## src/rtl/axi_chan_pkg.sv

```systemverilog
// Shared widths and defaults for the AXI channel elastic buffer.
package axi_chan_pkg;

  localparam int WIDTH_DEF = 8;
  localparam int DEPTH_DEF = 4;

  function automatic int ptr_w(input int depth);
    return $clog2(depth);
  endfunction

  function automatic int cnt_w(input int depth);
    return $clog2(depth + 1);
  endfunction

endpackage

```

## src/rtl/axi_fifo_mem.sv

```systemverilog
// DEPTH x WIDTH register array: one synchronous write port, one asynchronous read port.
// No reset on storage; validity is tracked by the owner's occupancy count.
module axi_fifo_mem
  import axi_chan_pkg::*;
#(
  parameter int WIDTH = WIDTH_DEF,
  parameter int DEPTH = DEPTH_DEF
) (
  input  logic                      clk,
  input  logic                      we,
  input  logic [ptr_w(DEPTH)-1:0]   waddr,
  input  logic [WIDTH-1:0]          wdata,
  input  logic [ptr_w(DEPTH)-1:0]   raddr,
  output logic [WIDTH-1:0]          rdata
);

  logic [WIDTH-1:0] mem [DEPTH];

  always_ff @(posedge clk) begin
    if (we) begin
      mem[waddr] <= wdata;
    end
  end

  assign rdata = mem[raddr];

endmodule

```

## src/rtl/axi_chan_fifo.sv

```systemverilog
// DEPTH-entry first-word-fall-through VALID/READY buffer; a push at edge N is visible after edge N.
// s_READY is registered (drops when full or after flush); m_* depend only on state, never on s_*.
module axi_chan_fifo
  import axi_chan_pkg::*;
#(
  parameter int WIDTH     = WIDTH_DEF,
  parameter int DEPTH     = DEPTH_DEF,
  parameter int AFULL_LVL = DEPTH - 1
) (
  input  logic                      ACLK,
  input  logic                      ARESETn,
  input  logic                      flush,
  input  logic                      s_VALID,
  output logic                      s_READY,
  input  logic [WIDTH-1:0]          s_DATA,
  output logic                      m_VALID,
  input  logic                      m_READY,
  output logic [WIDTH-1:0]          m_DATA,
  output logic [cnt_w(DEPTH)-1:0]   count,
  output logic                      almost_full,
  output logic                      empty
);

  localparam int PW = ptr_w(DEPTH);
  localparam int CW = cnt_w(DEPTH);
  localparam logic [CW-1:0] DEPTH_C = CW'(DEPTH);
  localparam logic [CW-1:0] AFULL_C = CW'(AFULL_LVL);

  logic [PW-1:0]    wr_ptr_q, wr_ptr_d;
  logic [PW-1:0]    rd_ptr_q, rd_ptr_d;
  logic [CW-1:0]    count_q, count_d;
  logic             s_ready_q, s_ready_d;
  logic             push, pop;
  logic             not_empty;
  logic [WIDTH-1:0] rdata;

  assign not_empty = (count_q != '0);

  always_comb begin
    // Flush wins over any handshake in the same cycle.
    push      = s_VALID && s_ready_q && !flush;
    pop       = not_empty && m_READY && !flush;
    wr_ptr_d  = wr_ptr_q;
    rd_ptr_d  = rd_ptr_q;
    count_d   = count_q;
    if (flush) begin
      wr_ptr_d = '0;
      rd_ptr_d = '0;
      count_d  = '0;
    end else begin
      if (push) begin
        wr_ptr_d = wr_ptr_q + PW'(1);
      end
      if (pop) begin
        rd_ptr_d = rd_ptr_q + PW'(1);
      end
      count_d = count_q + CW'(push) - CW'(pop);
    end
    s_ready_d = !flush && (count_d < DEPTH_C);
  end

  always_ff @(posedge ACLK or negedge ARESETn) begin
    if (!ARESETn) begin
      wr_ptr_q  <= '0;
      rd_ptr_q  <= '0;
      count_q   <= '0;
      s_ready_q <= 1'b0;
    end else begin
      wr_ptr_q  <= wr_ptr_d;
      rd_ptr_q  <= rd_ptr_d;
      count_q   <= count_d;
      s_ready_q <= s_ready_d;
    end
  end

  axi_fifo_mem #(
    .WIDTH (WIDTH),
    .DEPTH (DEPTH)
  ) u_mem (
    .clk   (ACLK),
    .we    (push),
    .waddr (wr_ptr_q),
    .wdata (s_DATA),
    .raddr (rd_ptr_q),
    .rdata (rdata)
  );

  // Storage is not reset, so the head is masked to zero whenever nothing is held.
  assign m_DATA      = not_empty ? rdata : '0;
  assign m_VALID     = not_empty;
  assign s_READY     = s_ready_q;
  assign count       = count_q;
  assign empty       = !not_empty;
  assign almost_full = (count_q >= AFULL_C);

endmodule
```

## config.mk

```make
export PLATFORM = sky130hd
export DESIGN_NAME = axi_chan_fifo
export DESIGN_NICKNAME = d
export VERILOG_FILES = /design/src/rtl/axi_chan_pkg.sv /design/src/rtl/axi_fifo_mem.sv /design/src/rtl/axi_chan_fifo.sv
export SDC_FILE = /design/constraint.sdc
export NUM_CORES = 1
export LEC_CHECK = 0
export ABC_CLOCK_PERIOD_IN_PS = 2900
export BUFFER_PORTS_ARGS = -buffer_cell sky130_fd_sc_hd__buf_2
export CORE_ASPECT_RATIO = 0.7
export CORE_MARGIN = 3
export CORE_UTILIZATION = 40
export CTS_BUF_LIST = sky130_fd_sc_hd__clkbuf_8
export DETAILED_ROUTE_END_ITERATION = 10
export PLACE_DENSITY = 0.62
export SETUP_SLACK_MARGIN = 0.02
export SLEW_MARGIN = 20
export SYNTH_ARGS = -nofsm -noshare
export SYNTH_HDL_FRONTEND = slang
export SYNTH_HIERARCHICAL = 1
export SYNTH_SLANG_ARGS = --single-unit
```

## constraint.sdc

```tcl
create_clock -name ACLK -period 2.9 [get_ports ACLK]
set_clock_uncertainty 0.15 [all_clocks]
set_input_delay 0.145 -clock ACLK [delete_from_list [all_inputs] [get_ports ACLK]]
set_output_delay 0.145 -clock ACLK [all_outputs]
set_load 0.01 [all_outputs]
```

==> impl_metrics.py, run 1 <==
metrics = {
    "clocking": {
        "root_buffer": "clkbuf_8",
        "cts-htree-levels": 2,
        "cts_tree": "yes",
        "cts_buffer_depth": 2,
        "post_cts_buffers": 0,
        "cts.sinks": 40,
        "insertion_delay_ns": 0.28,
        "cts_buffers": 5,
        "cts.clk_slew.worst_paths_ns": 0.07,
    },
    "placement": {
        "hpwl_um": 2000,
        "place_inst": 171,
        "preCtsSetupSlack_ns": 0.509,
        "gp_congestion": 0.660,
        "numPortBuffers": 27,
    },
    "power_and_ir_drop": {
        "p_leak_nw": 0.796,
        "ir_drop_mv": 0.393,
        "p_per_area_nw_per_um2": 757,
    },
    "floorplanning": {
        "die_h_um": 59.7,
        "dieArea_um2": 4940,
        "io_pins": 28,
        "fp.coreArea_um2": 3740,
        "rows": 18,
        "dieWidth_um": 82.7,
        "start_util": 0.441,
    },
    "flow_run": {
        "drv_cap": 0,
    },
    "worst_setup_path": {
        "critPathKind": "in2reg",
        "required_ns": 2.97,
        "r2r_setup_slack_ns": 0.51,
        "worst_setup_path_start_kind": "primary input",
        "worstSetupEndpointType": "flip-flop",
        "cp_max_fo": 10,
        "arrival_ns": 2.49,
    },
    "synth": {
        "ys_seq_area_frac": 0.705,
        "synth-edff-count": 32,
        "yosys.area.top_type": "edfxtp_1",
        "ys.warnings.count": 6,
        "async_flop_share": 0.200,
        "avgSynthCellArea_um2": 17.2,
        "synth_common_cells": "32 x edfxtp_1, 10 x nor2b_1, 8 x dfrtp_1, 8 x mux4_2, 7 x nor2_1",
        "synth_seq_cells": 40,
        "synthDominantCellAreaShare": 0.583,
        "synth_area_leaders": "edfxtp_1 58%, dfrtp_1 12%, mux4_2 11%, nor2b_1 3.8%, ha_1 2.3%",
        "yosysMostFrequentCell": "edfxtp_1",
        "syn_area_um2": 1650,
        "syn-num-nets": 113,
        "synthesis.instances": 96,
        "synth.distinct_cells": 24,
        "ys.flop_type": "edfxtp_1",
    },
    "sta": {
        "fin_crit_sh": 0.837,
        "setup_slack_ns": 0.474,
        "fmax_mhz": 412,
        "setup_viol": 0,
        "hold_violations": 0,
        "fin_crit_ns": 2.43,
        "slew_viol_final": 0,
        "worst_slew_pin_slew_ns": 0.575,
        "whs_ns": 0.0734,
        "rsz0062_at_grt": "false",
        "slew-limit-headroom": 0.617,
        "finalSetupTns_ns": 0,
    },
    "drt": {
        "vias_per_cell": 4.79,
        "dr_total_vias": 906,
        "drc": 0,
        "drt_wl_total_um": 2900,
        "post_drt_wl_per_cell_um": 15.4,
        "ant_nets": 0,
        "drt_pre_antenna_iters": 4,
        "drtIter0Drc": 38,
    },
    "final_layout": {
        "drive_gt1_frac": 0.302,
        "stdcell_count": 189,
        "nNetsFinal": 155,
        "area_delta_synth_final_pct": 22.3,
        "antenna_cells": 0,
    },
    "global_routing": {
        "grt_antenna_before_repair": 0,
        "grt_overflow": 0,
        "grt_max_degree": 13,
        "grt_pass1_wl_um": 4700,
        "grt_pass1_vias": 925,
        "grt_use_total": 0.137,
    },
    "status": {
        "status": "finished clean",
    },
    "min_path": {
        "hp-class": "in2reg",
    },
}
## layer usage
| layer | vias up | track usage | wire length, um |
|---|---|---|---|
| met3 | 5 | 0.0452 | 114 |
| met5 | - | 0 | 0 |
| met1 | 446 | 0.169 | 1330 |
| met4 | 0 | 0.0443 | 31 |
| li1 | 436 | - | - |
| met2 | 19 | 0.229 | 1430 |
## through the flow
step                      utilization  power [W]  area [um2]
after floorplan                     -    0.00104        1650
after global placement          0.491    0.00119        1840
after detailed placement        0.491    0.00120        1840
after CTS                       0.539    0.00155        2020
after global routing            0.539    0.00163        2020
final                           0.539    0.00153        2020
## final cells by class
class                           count  area, um2
Fill cell                         314       1720
Clock inverter                      3       11.3
Sequential cell                    40       1160
Inverter                            5       18.8
Tap cell                           50       62.6
Timing Repair Buffer               39        250
Clock buffer                        5       68.8
Multi-Input combinational cell     47        443
## worst paths after layout
path | start | endpoint | cells past startpoint
hold reg to reg | wr_ptr_q[1] | wr_ptr_q[1] | 2
max in group asynchronous | ARESETn | rd_ptr_q[1] | 2
hold / removal | m_READY | rd_ptr_q[1] | 4
setup / recovery | flush | count[2] | 11
min in group asynchronous | ARESETn | s_READY | 2
setup reg to reg | count[1] | count[2] | 9
## state kept, by name, indices dropped and copies added (netlist names)
signal and count:
u_mem/mem 32, count 3, rd_ptr_q 2, wr_ptr_q 2, s_READY 1
## power breakdown
group / switching, W / internal [W]
combinational: 0.000218 / 0.000237
clock: 0.000175 / 0.000160
sequential: 0.0000666 / 0.000669
total: 0.000460 / 0.00107
## critical path: stages
cell           delay (ns)
dlygate4sd3_1        0.53
buf_2                0.18
nor2_1               0.25
inv_1                0.10
ha_1                 0.30
inv_1                0.06
ha_1                 0.13
inv_1                0.05
fa_1                 0.39
xnor2_1              0.21
nor2b_1              0.15
## cells by family after synthesis
| family | synth area share |
|---|---|
| buffers and inverters | 0.0266 |
| AND/OR/NAND/NOR | 0.0896 |
| multiplexers | 0.109 |
| AO/OA/AOI/OAI | 0.0137 |
| XOR/XNOR | 0.0213 |
| adder cells (fa/ha/maj) | 0.0349 |
| flip-flops | 0.705 |
## repair_timing
| item | in CTS | in global routing |
|---|---|---|
| hold endpoints to repair | 44 | 0 |
| gates resized for setup | 0 | 0 |
| hold buffers | 10 | 0 |
## cells in the final DEF (no fill, tap or decap)
master	netlist	routed
a21oi_1	1	1
and3_1	1	1
and3b_1	2	2
buf_2	1	27
buf_4	0	2
clkbuf_8	0	5
clkinv_1	0	1
dfrtp_1	8	8
dlygate4sd3_1	0	10
edfxtp_1	32	32
fa_1	1	1
ha_1	3	3
inv_1	5	7
mux4_2	8	8
nand2_1	3	3
nand3_1	1	1
nor2_1	7	7
nor2b_1	10	10
nor3_1	1	1
nor3b_1	1	1
o21ai_0	2	2
o31ai_1	1	1
or3_1	1	1
xnor2_1	1	1
xor2_1	3	3
Note: power is estimated with default switching activity, not from simulation.
==> run 2: changes to the inputs <==
--- a/config.mk
+++ b/config.mk
@@ -5,14 +5,15 @@
 export SDC_FILE = /design/constraint.sdc
 export NUM_CORES = 1
 export LEC_CHECK = 0
-export ABC_CLOCK_PERIOD_IN_PS = 2900
+export ABC_AREA = 1
+export ABC_CLOCK_PERIOD_IN_PS = 2200
 export BUFFER_PORTS_ARGS = -buffer_cell sky130_fd_sc_hd__buf_2
 export CORE_ASPECT_RATIO = 0.7
 export CORE_MARGIN = 3
 export CORE_UTILIZATION = 40
 export CTS_BUF_LIST = sky130_fd_sc_hd__clkbuf_8
 export DETAILED_ROUTE_END_ITERATION = 10
-export PLACE_DENSITY = 0.62
+export PLACE_DENSITY = 0.64
 export SETUP_SLACK_MARGIN = 0.02
 export SLEW_MARGIN = 20
 export SYNTH_ARGS = -nofsm -noshare
==> constraint.sdc (replaced) <==
create_clock -name ACLK -period 2.2 [get_ports ACLK]
set_clock_uncertainty 0.15 [all_clocks]
set_input_delay 0.11 -clock ACLK [delete_from_list [all_inputs] [get_ports ACLK]]
set_output_delay 0.11 -clock ACLK [all_outputs]
set_load 0.01 [all_outputs]
==> run 2 against run 1 <==
Die area rose by 14%. Critical endpoint is now s_READY. Highest routed layer unchanged. Register-to-register slack got worse by 0.44 ns. Non-clock buffer count increased by 7. Global-route usage grew 0.38 points. Clock-buffer cell count is the same. Largest cell class unchanged. Largest power group unchanged. Critical path depth unchanged. Core utilization decreased by 1.2 points.
==> impl_metrics.py, run 2 <==
metrics = {
    "sta": {
        "slew_viol_final": 0,
        "fin_crit_sh": 0.969,
        "rsz0062_at_grt": "true",
        "fmax_mhz": 469,
        "hold_violations": 0,
        "fin_crit_ns": 2.13,
        "worst_slew_pin_slew_ns": 0.389,
        "slew-limit-headroom": 0.741,
        "setup_viol": 0,
        "whs_ns": 0.0524,
    },
    "clocking": {
        "root_buffer": "clkbuf_8",
        "insertion_delay_ns": 0.28,
        "cts_buffers": 5,
        "cts_tree": "yes",
        "cts.clk_slew.worst_paths_ns": 0.07,
        "cts-htree-levels": 2,
        "post_cts_buffers": 0,
        "cts.sinks": 40,
        "cts_buffer_depth": 2,
    },
    "global_routing": {
        "grt_pass1_wl_um": 5890,
        "grt_overflow": 0,
        "grt_antenna_before_repair": 0,
        "grt_max_degree": 17,
        "grt_pass1_vias": 1234,
        "grt_use_total": 0.141,
    },
    "drt": {
        "drt_pre_antenna_iters": 4,
        "post_drt_wl_per_cell_um": 11.3,
        "drtIter0Drc": 42,
        "dr_total_vias": 1321,
        "ant_nets": 0,
        "drt_wl_total_um": 3490,
        "drc": 0,
        "vias_per_cell": 4.29,
    },
    "final_layout": {
        "stdcell_count": 308,
        "drive_gt1_frac": 0.213,
        "nNetsFinal": 269,
        "filler_cell_count": 434,
        "final_cell_mix": "54 x inv_1, 51 x nand2_1, 32 x edfxtp_1, 27 x buf_2, 17 x nor2_1",
        "area_delta_synth_final_pct": 23.2,
        "antenna_cells": 0,
        "multi_input_area_um2": 509,
        "mostFrequentLayoutCell": "inv_1",
        "top_register": "u_mem/mem",
        "regArea_um2": 1160,
        "largest_reg_flops": 32,
    },
    "placement": {
        "hpwl_um": 2440,
        "gp_congestion": 0.767,
        "place_inst": 289,
        "numPortBuffers": 27,
    },
    "synth": {
        "yosys.area.top_type": "edfxtp_1",
        "synth_area_leaders": "edfxtp_1 50%, inv_1 11%, dfrtp_1 10%, nand2_1 10%, nand3_1 4.2%",
        "yosysMostFrequentCell": "inv_1",
        "ys_seq_area_frac": 0.609,
        "ys.warnings.count": 6,
        "avgSynthCellArea_um2": 9.39,
        "syn_area_um2": 1910,
        "synth-edff-count": 32,
        "synthesis.instances": 203,
        "async_flop_share": 0.200,
        "synth.distinct_cells": 21,
        "synth_seq_cells": 40,
        "syn-num-nets": 220,
        "synthDominantCellAreaShare": 0.504,
        "ys.flop_type": "edfxtp_1",
        "synth_common_cells": "54 x inv_1, 51 x nand2_1, 32 x edfxtp_1",
    },
    "min_path": {
        "hp-class": "in2reg",
        "worstHoldStart": "s_VALID",
    },
    "power_and_ir_drop": {
        "ir_drop_mv": 0.420,
        "p_per_area_nw_per_um2": 937,
        "p_leak_nw": 1.18,
    },
    "floorplanning": {
        "dieArea_um2": 5640,
        "dieWidth_um": 88.5,
        "die_h_um": 63.8,
        "rows": 20,
        "fp.coreArea_um2": 4450,
        "start_util": 0.428,
        "io_pins": 28,
    },
    "worst_setup_path": {
        "worstSetupEndpointType": "flip-flop",
        "worst_setup_path_start_kind": "primary input",
        "arrival_ns": 2.15,
        "r2r_start": "count[1]",
        "critPathKind": "in2reg",
        "cp_max_fo": 6,
        "cp-startpoint": "flush",
        "required_ns": 2.22,
        "r2r_setup_slack_ns": 0.07,
    },
    "status": {
        "status": "finished clean",
    },
    "flow_run": {
        "drv_cap": 0,
    },
}
## run 2: what timing repair did
item,CTS,global route
hold buffers,11,0
resized for setup,2,1
endpoints found under the setup margin,1,2
endpoints found under the hold margin,45,0
pin swaps,0,0
## run 2: metal layers
metal | vias up | GRT usage | wire [um]
met5 | - | 0 | 0
met4 | 0 | 0.0453 | 27
met3 | 2 | 0.0348 | 150
met2 | 26 | 0.211 | 1650
met1 | 584 | 0.200 | 1660
li1 | 709 | - | -
## run 2: layout make-up
cell class | count | share of cell area
Clock buffer | 5 | 0.0293
Inverter | 57 | 0.0921
Clock inverter | 3 | 0.00799
Sequential cell | 40 | 0.495
Multi-Input combinational cell | 102 | 0.217
Tap cell | 55 | 0.0293
Timing Repair Buffer | 46 | 0.130
## run 2: cell families after synthesis
family          Yosys count  share of synthesized area
simple gates             96                      0.222
fa+ha+maj                 4                     0.0302
xor+xnor                  1                    0.00459
buf+inv                  61                      0.132
flops                    40                      0.609
compound gates            1                    0.00262
## run 2: where the power goes
group | internal [W] | switching (W)
combinational | 0.000318 | 0.000488
clock | 0.000221 | 0.000240
sequential | 0.000880 | 0.0000556
total | 0.00142 | 0.000784
## run 2: final timing paths
| check | end | cells after the start |
|---|---|---|
| setup / recovery | s_READY | 11 |
| hold / removal | wr_ptr_q[0] | 5 |
| setup reg to reg | s_READY | 11 |
| hold reg to reg | wr_ptr_q[0] | 2 |
| max in group asynchronous | count[1] | 2 |
| min in group asynchronous | count[2] | 2 |
## run 2: critical path: stages
cell           delay [ns]
dlygate4sd3_1        0.53
buf_2                0.16
nor2_1               0.13
inv_1                0.06
ha_1                 0.28
inv_1                0.06
ha_1                 0.13
inv_1                0.05
fa_2                 0.35
xor2_2               0.16
and2_1               0.14
## run 2: metrics by stage
step	setup slack, ns	power [W]	area (um2)	util	setup TNS [ns]
5_1_grt	-0.0335	0.00238	2350	0.528	-0.0335
2_1_floorplan	0.0224	0.00146	1910	-	0
4_1_cts	0.0291	0.00223	2340	0.526	0
3_3_place_gp	0.0716	0.00172	2140	0.480	0
6_report	0.0687	0.00220	2350	0.528	0
3_5_place_dp	0.0144	0.00173	2140	0.480	0
